==> src/rtl/bpu_redirect_ctrl.sv <==
// Branch-redirect scheduler: predicts CALL/PCR/RET targets, waits out the MIPS
// delay slot, then presents a single redirect to the PC generator.

`ifndef TYPE_NUL
`define TYPE_NUL  2'd0
`define TYPE_CALL 2'd1
`define TYPE_PCR  2'd2
`define TYPE_RET  2'd3
`endif

module bpu_redirect_ctrl #(
    parameter int RAS_DEPTH = 8,
    parameter int RAS_PTR_W = 3
) (
    input  logic                 clk,
    input  logic                 rst,
    input  logic                 fetch_valid,
    output logic                 fetch_ready,
    input  logic [31:0]          fetch_pc,
    input  logic [1:0]           inst_type,
    input  logic [31:0]          inst_offset,
    input  logic                 inst_link,
    input  logic                 ex_flush,
    output logic                 redir_valid,
    input  logic                 redir_ready,
    output logic [31:0]          redir_pc,
    output logic [RAS_PTR_W:0]   ras_count
);

    typedef enum logic [1:0] {IDLE, DS_WAIT, REDIR} state_t;

    localparam logic [RAS_PTR_W:0] RAS_FULL_CNT = RAS_DEPTH[RAS_PTR_W:0];

    state_t                state;
    logic [31:0]           ras [RAS_DEPTH];
    logic [RAS_PTR_W-1:0]  ras_ptr;

    logic                  fire;
    logic                  idle_fire;
    logic [31:0]           pc_plus4;
    logic [31:0]           pc_plus8;
    logic [31:0]           ras_top;
    logic                  ras_nonempty;
    logic                  ras_full;
    logic                  predict_taken;
    logic [31:0]           predict_target;
    logic                  do_push;
    logic                  do_pop;

    assign fetch_ready  = (state != REDIR);
    assign fire         = fetch_valid & fetch_ready;
    // A fire that coincides with a flush is dropped entirely.
    assign idle_fire    = fire & (state == IDLE) & ~ex_flush;
    assign pc_plus4     = fetch_pc + 32'd4;
    assign pc_plus8     = fetch_pc + 32'd8;
    assign ras_top      = ras[ras_ptr - 1'b1];
    assign ras_nonempty = (ras_count != '0);
    assign ras_full     = (ras_count == RAS_FULL_CNT);

    always_comb begin
        predict_taken  = 1'b0;
        predict_target = '0;
        do_push        = 1'b0;
        do_pop         = 1'b0;
        case (inst_type)
            `TYPE_CALL: begin
                predict_taken  = 1'b1;
                predict_target = {pc_plus4[31:28], inst_offset[27:0]};
                do_push        = inst_link;
            end
            `TYPE_PCR: begin
                predict_taken  = inst_offset[31];
                predict_target = pc_plus4 + inst_offset;
                do_push        = inst_link;
            end
            `TYPE_RET: begin
                predict_taken  = ras_nonempty;
                predict_target = ras_top;
                do_pop         = ras_nonempty;
            end
            default: begin
                predict_taken  = 1'b0;
            end
        endcase
        if (!idle_fire) begin
            predict_taken = 1'b0;
            do_push       = 1'b0;
            do_pop        = 1'b0;
        end
    end

    // Entry contents need no reset; the pointer and count define validity.
    always_ff @(posedge clk) begin
        if (!rst && do_push) begin
            ras[ras_ptr] <= pc_plus8;
        end
    end

    always_ff @(posedge clk) begin
        if (rst) begin
            state       <= IDLE;
            redir_valid <= 1'b0;
            redir_pc    <= '0;
            ras_ptr     <= '0;
            ras_count   <= '0;
        end else if (ex_flush) begin
            state       <= IDLE;
            redir_valid <= 1'b0;
        end else begin
            if (do_push) begin
                ras_ptr <= ras_ptr + 1'b1;
                if (!ras_full) begin
                    ras_count <= ras_count + 1'b1;
                end
            end else if (do_pop) begin
                ras_ptr   <= ras_ptr - 1'b1;
                ras_count <= ras_count - 1'b1;
            end
            case (state)
                IDLE: begin
                    if (predict_taken) begin
                        redir_pc <= predict_target;
                        state    <= DS_WAIT;
                    end
                end
                DS_WAIT: begin
                    if (fire) begin
                        redir_valid <= 1'b1;
                        state       <= REDIR;
                    end
                end
                REDIR: begin
                    if (redir_ready) begin
                        redir_valid <= 1'b0;
                        state       <= IDLE;
                    end
                end
                default: begin
                    state       <= IDLE;
                    redir_valid <= 1'b0;
                end
            endcase
        end
    end

endmodule

==> config.mk <==
export PLATFORM = sky130hd
export DESIGN_NAME = bpu_redirect_ctrl
export DESIGN_NICKNAME = d
export VERILOG_FILES = /design/src/rtl/bpu_redirect_ctrl.sv
export SDC_FILE = /design/constraint.sdc
export NUM_CORES = 1
export LEC_CHECK = 0
export BUFFER_PORTS_ARGS = -buffer_cell sky130_fd_sc_hd__buf_2
export CAP_MARGIN = 25
export CELL_PAD_IN_SITES_DETAIL_PLACEMENT = 0
export CELL_PAD_IN_SITES_GLOBAL_PLACEMENT = 1
export CORE_UTILIZATION = 35
export DETAILED_ROUTE_END_ITERATION = 10
export PLACE_DENSITY = 0.69
export RECOVER_POWER = 100
export REMOVE_ABC_BUFFERS = 1
export SKIP_LAST_GASP = 1
export SLEW_MARGIN = 25
export SYNTH_ARGS = -nofsm -noshare
export SYNTH_HDL_FRONTEND = slang
export SYNTH_SLANG_ARGS = --single-unit
export TNS_END_PERCENT = 100
==> constraint.sdc <==
create_clock -name clk -period 14.59 [get_ports clk]
set_clock_uncertainty 0.2 [all_clocks]
set_input_delay 2.1885 -clock clk [delete_from_list [all_inputs] [get_ports clk]]
set_output_delay 2.1885 -clock clk [all_outputs]
set_load 0.02 [all_outputs]
==> reports/metrics.cfg, run 1 <==
[status]
outcome = complete, but fails checks
violations = max-capacitance violations, max-slew violations

[worst_setup_path]
crit_fanout = 19
slowest_delay_ns = 1.09
crit_path_end_kind = flip-flop
crit_top_cell = a2111oi_0
crit_chain = clkbuf_1 -> ha_1 -> nand3_1 -> nor4_1 -> xor2_1 -> ha_1 -> a21oi_1 -> nand2_1 -> a2111oi_0 -> a22oi_1 -> a2111oi_0 -> o41ai_1 -> and3_4 -> a2111oi_0
startpoint_type = input pin
worstSetupPathType = input pin to flip-flop
critPathRequiredTime_ns = 14.80
cp_slowest_cell = nor4_1
crit_family = compound AO/OA/AOI/OAI gates
cp.arrival_ns = 7.69
crit_buf_inv = 1

[grt]
antenna_found_initial = 2
grt_pass1_vias = 9184
track_usage_pct = 18.9
grt_pass1_wl_um = 58500
grt_max_degree = 38
gr-total-overflow = 0

[clocking]
postCtsResizedCells = 0
clk_pin_slew_worst_paths_ns = 0.06
clk_path_buf_depth = 3
clock_latency_ns = 0.57
cts.sinks = 298
cts_tree = done
h-tree-depth = 1
postCtsSetupBuffers = 0
root_buffer = clkbuf_16
numCtsBuffers = 30
holdBufCountCts = 0

[detailed_routing]
wl_um = 39500
drtIter0Drc = 926
dr.pass1.iters = 5
route.detailed.drc = 0
routedWlPerCell_um = 23.4
vias = 9327
vias_per_cell = 5.53
ant_nets = 0

[pwr]
p_leak_uw = 0.00545
p_per_area_mw_per_mm2 = 116
vdd_drop_max_mv = 0.0916

[placed_design]
dp_hpwl_um = 26500
gp_congestion = 0.870
placed_area_mm2 = 0.0157
dp_worst_setup_slack_ns = 7.88
port_buffers = 109

[yosys]
synth_area_mm2 = 0.0145
yosysSeqAreaShare_pct = 58.9
async_reset_ff_share_pct = 0
synth-seq-cells = 298
synth_edf_count = 256
syn_area_per_cell_um2 = 14.1
synthCells = 1025
synth_warnings = 0
yosysTopAreaCell = edfxtp_1
yosysTopAreaCellShare_pct = 53.1
ys_top_cells_by_area = edfxtp_1 (53%), mux4_2 (10%), dfxtp_1 (5.8%), ha_1 (4.1%), xnor2_1 (3.3%)
synth_cell_types = 62
synthFlopType = edfxtp_1

[finish]
drive_gt1_share_pct = 19.5
layout.nets = 1251
synthToLayoutAreaGrowth_pct = 13.5
stdcell_area_mm2 = 0.0164
fin_util_pct = 40.3
nFillCells = 3822

[timing]
fin_crit_ns = 7.47
relSlewSlack_pct = -82.8
period_share_pct = 51.2
tns_ns = 0
fmax_mhz = 134
worst_pin_slew_ns = 2.74
hold_slack_ns = 0.258
finalHoldViolCount = 0
worst_slack_ns = 7.12
setup_violations = 0
slew_violations = 256
rsz0062_at_grt = false

[die]
die_h_um = 205
rows = 74
die_w_um = 205
core_area_mm2 = 0.0408
die-area_mm2 = 0.0422
start_util_pct = 35.5
ios = 110

[job]
maxCapViolCount = 10

[min_path]
hold_path_class = flip-flop to flip-flop

stage by stage:
step | power, uW | std cells
5_1_grt | 1970 | 1685
3_5_place_dp | 1180 | 1629
4_1_cts | 1920 | 1685
6_report | 1910 | 1686
2_1_floorplan | 1100 | 971
3_3_place_gp | 1170 | 1629
area by class of cell:
class	count	area, um2	share of cell area, %
Sequential cell	298	8530	51.9
Multi-Input combinational cell	658	5650	34.4
Clock buffer	39	816	4.96
Tap cell	532	666	4.05
Timing Repair Buffer	126	578	3.52
Clock inverter	17	143	0.867
Inverter	15	56.3	0.342
Antenna cell	1	2.50	0.0152
synthesized netlist by cell type, types with 5 or more instances:
cell	n
a211oi_1	5
a21o_1	22
a21oi_1	48
a222oi_1	16
a22oi_1	17
buf_2	12
clkbuf_1	42
dfxtp_1	42
edfxtp_1	256
ha_1	48
inv_1	15
mux2_2	32
mux4_2	64
nand2_1	74
nand2b_1	6
nand3_1	22
nand4_1	19
nor2_1	66
nor3_1	16
o21ai_0	23
o21ai_1	7
o21bai_1	7
o221ai_1	8
xnor2_1	55
xor2_1	34
per-layer routing:
metal  vias up  wire length (um)  GRT usage (%)
met3        50              2450           3.50
met5         -                11              0
met1      4735             18200           27.1
met4         2               849           5.19
met2       311             18000           29.3
li1       4229                 -              -
worst paths after layout:
path                            startpoint                        end  slack (ns)  depth (start not counted)
setup / recovery               fetch_pc[2]  redir_pc[31]$_SDFFE_PP0P_        7.12                         14
setup reg to reg   ras_ptr[0]$_SDFFE_PP0P_        ras[3][3]$_DFFE_PP_        9.58                          4
hold / removal    redir_pc[0]$_SDFFE_PP0P_   redir_pc[0]$_SDFFE_PP0P_        0.26                          2
hold reg to reg   redir_pc[0]$_SDFFE_PP0P_   redir_pc[0]$_SDFFE_PP0P_        0.26                          2
logic make-up after synthesis:
| kind of cell | synth area share [%] |
|---|---|
| buffers and inverters | 1.89 |
| xor gates and xnor gates | 5.38 |
| and+or+nand+nor | 7.53 |
| DFF | 58.9 |
| muxes | 12.6 |
| AOI/OAI and AO/OA | 9.30 |
| adders and majority gates | 4.42 |
registers in the layout (all words and copies together) (netlist names):
register     count
ras_count        4
redir_pc        32
redir_valid      1
state            2
ras_ptr          3
ras            256
cell usage in the layout, fill, tap and decap left out, types with 32 or more instances in the layout:
cell type  instances
mux4_2            64
nand2_1           74
nor2_1            63
edfxtp_1         256
dfxtp_1           41
buf_2             63
clkbuf_1          63
xnor2_1           55
a21oi_1           49
xor2_1            33
mux2_2            32
ha_1              47
where the power goes:
group | internal [uW] | total (uW) | switching, uW
registers | 930 | 935 | 5.59
clock network | 429 | 752 | 323
logic | 88.1 | 219 | 130
total | 1450 | 1910 | 459
tightest hold or removal path: cells and delay by family (launching register included):
kind	cells	cell delay, ns
AOI/OAI and AO/OA	1	0.05
DFF	1	0.33
and+or+nand+nor	1	0.05
(Power assumes the default switching activity.)
==> inputs of run 2 (changes only) <==
--- a/config.mk
+++ b/config.mk
@@ -11,7 +11,7 @@
 export CELL_PAD_IN_SITES_GLOBAL_PLACEMENT = 1
 export CORE_UTILIZATION = 35
 export DETAILED_ROUTE_END_ITERATION = 10
-export PLACE_DENSITY = 0.69
+export PLACE_DENSITY = 0.71
 export RECOVER_POWER = 100
 export REMOVE_ABC_BUFFERS = 1
 export SKIP_LAST_GASP = 1
==> constraint.sdc (replaced) <==
create_clock -name clk -period 6.6 [get_ports clk]
set_clock_uncertainty 0.2 [all_clocks]
set_input_delay 0.99 -clock clk [delete_from_list [all_inputs] [get_ports clk]]
set_output_delay 0.99 -clock clk [all_outputs]
set_load 0.02 [all_outputs]
==> reports/metrics.cfg, run 2 (synthesized netlist as in run 1, its figures left out) <==
[finish]
synthToLayoutAreaGrowth_pct = 14.3
nFillCells = 3769
layout_common_cells = edfxtp_1 (256), nand2_1 (74), nor2_1 (64), mux4_2 (64), buf_2 (64)
final_common_cell = edfxtp_1
reg.largest.list = ras x256, redir_pc x32, ras_count x4
drive_gt1_share_pct = 20.0
layout.nets = 1251
largest_register_ffs = 256
regMostFlops = ras

[clocking]
root_buffer = clkbuf_16
cts.sinks = 298
cts_tree = done
postCtsResizedCells = 0
clk_path_buf_depth = 3
h-tree-depth = 1
numCtsBuffers = 30
postCtsSetupBuffers = 0
clock_latency_ns = 0.56
clk_pin_slew_worst_paths_ns = 0.07
holdBufCountCts = 0

[detailed_routing]
met3_wirelength_um = 3040
vias_per_cell = 5.55
routedWlPerCell_um = 23.5
dr.pass1.iters = 5
ant_nets = 0
top_layer_used = met5
vias = 9355
wl_met2_um = 17700
wl_met1_um = 17900
drtIter0Drc = 925
wl_um = 39600
route.detailed.drc = 0

[grt]
track_usage_pct = 19.0
antenna_found_initial = 2
grt_max_degree = 43
grt_pass1_vias = 9293
gr-total-overflow = 0
grt_pass1_wl_um = 59000

[timing]
tns_ns = 0
relSlewSlack_pct = -74.2
fmax_mhz = 183
finalHoldViolCount = 0
fin_crit_ns = 5.47
period_share_pct = 82.9
worst_pin_slew_ns = 2.60
rsz0062_at_grt = false
setup_violations = 0
slew_violations = 160

[status]
outcome = complete, but fails checks
violations = max-capacitance violations, max-slew violations

[die]
core_area_mm2 = 0.0408
die_w_um = 205
ios = 110
die-area_mm2 = 0.0422
rows = 74
die_h_um = 205
start_util_pct = 35.5

[worst_setup_path]
crit_buf_inv = 1
crit_path_end_kind = flip-flop
cp.arrival_ns = 5.71
crit_fanout = 19
reg2reg_depth = 4
critPathRequiredTime_ns = 6.84
crit_chain = clkbuf_1 -> ha_1 -> nand3_1 -> nor4_2 -> xor2_1 -> ha_1 -> a21oi_1 -> nand2_1 -> a2111oi_4 -> a22oi_1 -> a2111oi_4 -> o41ai_1 -> and3_4 -> a2111oi_0
crit_family = compound AO/OA/AOI/OAI gates
cp_slowest_cell = nor4_2
slowest_delay_ns = 0.78
startpoint_type = input pin
r2r_setup_slack_ns = 1.48
r2r_start = ras_ptr[0]$_SDFFE_PP0P_
timing.rr.end = ras[3][18]$_DFFE_PP_
worstSetupPathType = input pin to flip-flop

[pwr]
p_per_area_mw_per_mm2 = 260
power_uw = 4310
p_leak_uw = 0.00550
vdd_drop_max_mv = 0.178

[min_path]
hold-path-endpoint = redir_pc[7]$_SDFFE_PP0P_
hold_path_class = flip-flop to flip-flop
hold_depth = 2
min_from = redir_pc[7]$_SDFFE_PP0P_

[placed_design]
gp_congestion = 0.881
port_buffers = 109
dp_hpwl_um = 27100

[job]
maxCapViolCount = 7

## run 2: cell type report
type / instances / area, um2 / share of cell area [%]
flip-flops and latches: 298 / 8530 / 51.5
well taps: 532 / 666 / 4.02
inverters: 15 / 56.3 / 0.340
diodes: 1 / 2.50 / 0.0151
clock inverters: 18 / 205 / 1.24
multi-input cells: 658 / 5690 / 34.4
repair buffers: 126 / 588 / 3.55
clock buffers: 38 / 812 / 4.91
## run 2: routing by layer
layer / track usage [%] / up-vias
li1: - / 4221
met1: 27.9 / 4692
met2: 29.2 / 390
met3: 3.01 / 50
met4: 5.05 / 2
met5: 0 / -
## run 2: where the power goes
| part | internal [uW] | switching [uW] |
|---|---|---|
| Sequential | 2060 | 11.2 |
| Combinational | 198 | 293 |
| Clock | 1030 | 718 |
| Total | 3280 | 1020 |
## run 2: worst max path at each step
stage / start / to / cells past startpoint
after floorplan: ras_ptr[0]$_SDFFE_PP0P_ / redir_pc[31]$_SDFFE_PP0P_ / 8
after global placement: fetch_pc[2] / redir_pc[31]$_SDFFE_PP0P_ / 15
after detailed placement: fetch_pc[2] / redir_pc[31]$_SDFFE_PP0P_ / 15
after CTS: fetch_pc[2] / redir_pc[31]$_SDFFE_PP0P_ / 15
after global routing: fetch_pc[2] / redir_pc[31]$_SDFFE_PP0P_ / 14
final: fetch_pc[2] / redir_pc[31]$_SDFFE_PP0P_ / 14
## run 2: stage by stage
stage                     hold slack [ns]  instances  utilization (%)  area (um2)  worst slack [ns]
after floorplan                     0.294        971                -       14300             0.275
after global placement              0.240       1629             38.4       15700              1.18
after detailed placement            0.247       1629             38.4       15700              1.15
after CTS                           0.263       1685             40.9       16700              1.73
after global routing                0.276       1686             40.5       16500             0.779
final                               0.259       1686             40.5       16500              1.13
## run 2: worst reg2reg max path, cell delays in order, from the launching register on
cell     delay, ns
dfxtp_1       1.54
buf_4         0.88
nand2_1       0.36
nor2_1        1.23
buf_4         0.55
==> inputs of run 3 (changes only) <==
--- a/config.mk
+++ b/config.mk
@@ -11,7 +11,7 @@
 export CELL_PAD_IN_SITES_GLOBAL_PLACEMENT = 1
 export CORE_UTILIZATION = 35
 export DETAILED_ROUTE_END_ITERATION = 10
-export PLACE_DENSITY = 0.71
+export PLACE_DENSITY = 0.69
 export RECOVER_POWER = 100
 export REMOVE_ABC_BUFFERS = 1
 export SKIP_LAST_GASP = 1
==> constraint.sdc (replaced) <==
create_clock -name clk -period 5.7 [get_ports clk]
set_clock_uncertainty 0.2 [all_clocks]
set_input_delay 0.855 -clock clk [delete_from_list [all_inputs] [get_ports clk]]
set_output_delay 0.855 -clock clk [all_outputs]
set_load 0.02 [all_outputs]
==> reports/metrics.cfg, run 3 (synthesized netlist as in run 1, its figures left out) <==
[grt]
track_usage_pct = 19.2
antenna_found_initial = 4
grt_pass1_vias = 9165
grt_pass1_wl_um = 59200
grt_max_degree = 36
gr-total-overflow = 0

[pwr]
power_uw = 5150
power.share.switching_pct = 24.3
vdd_drop_max_mv = 0.201
intPower_uw = 3900
p_leak_uw = 0.00555
combPwrFrac_pct = 11.0
p_clk_share_pct = 42.5
p_seq_share_pct = 46.5
p_per_area_mw_per_mm2 = 309
p_sw_uw = 1250

[finish]
reg.largest.list = ras x256, redir_pc x32, ras_count x4
largest_register_ffs = 256
stdcell_area_mm2 = 0.0167
fin_util_pct = 40.9
regMostFlops = ras
drive_gt1_share_pct = 20.5
final_common_cell = edfxtp_1
synthToLayoutAreaGrowth_pct = 15.2
nFillCells = 3849
layout_common_cells = edfxtp_1 (256), nand2_1 (74), nor2_1 (66), mux4_2 (64), clkbuf_1 (64)
seq_area_mm2 = 0.00853
multiInputGateArea_mm2 = 0.00568
layout.nets = 1263

[detailed_routing]
route.detailed.drc = 0
drtIter0Drc = 870
met3_wirelength_um = 2440
top_layer_used = met5
routedWlPerCell_um = 23.4
wl_met1_um = 18400
wl_um = 39700
ant_nets = 0
vias_per_cell = 5.47
vias = 9298
dr.pass1.iters = 6
wl_met2_um = 17900

[placed_design]
gp_congestion = 0.861
placed_area_mm2 = 0.0158
dp_worst_setup_slack_ns = 0.758
dp_hpwl_um = 27600
port_buffers = 109

[timing]
period_share_pct = 87.2
worst_pin_slew_ns = 2.07
relSlewSlack_pct = -38.2
worst_slack_ns = 0.729
fin_crit_ns = 4.97
fmax_mhz = 201
rsz0062_at_grt = false
setup_violations = 0
slew_violations = 107
finalHoldViolCount = 0
hold_slack_ns = 0.269

[worst_setup_path]
crit_path_start = ex_flush
startpoint_type = input pin
slowest_delay_ns = 1.41
critPathRequiredTime_ns = 5.60
worstSetupPathType = input pin to flip-flop
cp.arrival_ns = 4.87
reg2reg_depth = 7
crit_buf_inv = 3
crit_cells = 8
crit_path_end_kind = flip-flop
r2r_start = state[1]$_SDFFE_PP0P_
crit_fanout = 20
cp_slowest_cell = clkbuf_1
crit_family = simple AND/OR/NAND/NOR gates
crit_chain = clkbuf_1 -> nor4b_1 -> and3_1 -> inv_1 -> nor2_1 -> nand2_1 -> nor2_1 -> clkbuf_1

[clocking]
clock_latency_ns = 0.52
cts.sinks = 298
h-tree-depth = 2
numCtsBuffers = 35
postCtsResizedCells = 0
clk_pin_slew_worst_paths_ns = 0.06
postCtsSetupBuffers = 0
holdBufCountCts = 0
cts_tree = done
clk_path_buf_depth = 3
root_buffer = clkbuf_16

[job]
maxCapViolCount = 5

[min_path]
min_from = redir_pc[0]$_SDFFE_PP0P_
hold_depth = 2
hold_path_class = flip-flop to flip-flop

[die]
rows = 74
die-area_mm2 = 0.0422
die_h_um = 205
die_w_um = 205
start_util_pct = 35.5
ios = 110
core_area_mm2 = 0.0408

[status]
violations = max-capacitance violations, max-slew violations
outcome = complete, but fails checks

## run 3: path summary, 6_finish.rpt
path | end | slack [ns]
hold / removal | redir_pc[0]$_SDFFE_PP0P_ | 0.27
setup reg to reg | ras[4][12]$_DFFE_PP_ | 0.81
setup / recovery | ras[4][12]$_DFFE_PP_ | 0.73
hold reg to reg | redir_pc[0]$_SDFFE_PP0P_ | 0.27
## run 3: metal layers
layer  global-route usage (%)  vias up
li1                         -     4231
met1                     27.8     4673
met2                     29.5      329
met3                     3.37       59
met4                     5.19        6
met5                        0        -
## run 3: through the flow
stage	cells	TNS, ns
3_5_place_dp	1636	0
4_1_cts	1699	0
6_report	1700	0
5_1_grt	1699	0
3_3_place_gp	1636	0
2_1_floorplan	971	-27.18
## run 3: power by group through the flow
stage	clock (uW)	combinational, uW	sequential (uW)
2_1_floorplan	0	367	2450
3_3_place_gp	0	568	2440
3_5_place_dp	0	570	2440
4_1_cts	2230	573	2400
5_1_grt	2320	615	2400
6_report	2190	566	2400
## run 3: final cells by class
class                      count  share of cell area (%)
sequential                   298                    51.1
multi-input combinational    658                    34.1
clock buffer                  40                    5.42
tap                          532                    3.99
timing repair buffer         133                    3.73
clock inverter                23                    1.33
inverter                      15                   0.337
antenna                        1                  0.0150
## run 3: tightest hold or removal path, stage by stage, from the launching register on
cell     delay [ns]
dfxtp_1        0.33
nand2_1        0.05
o21ai_0        0.06
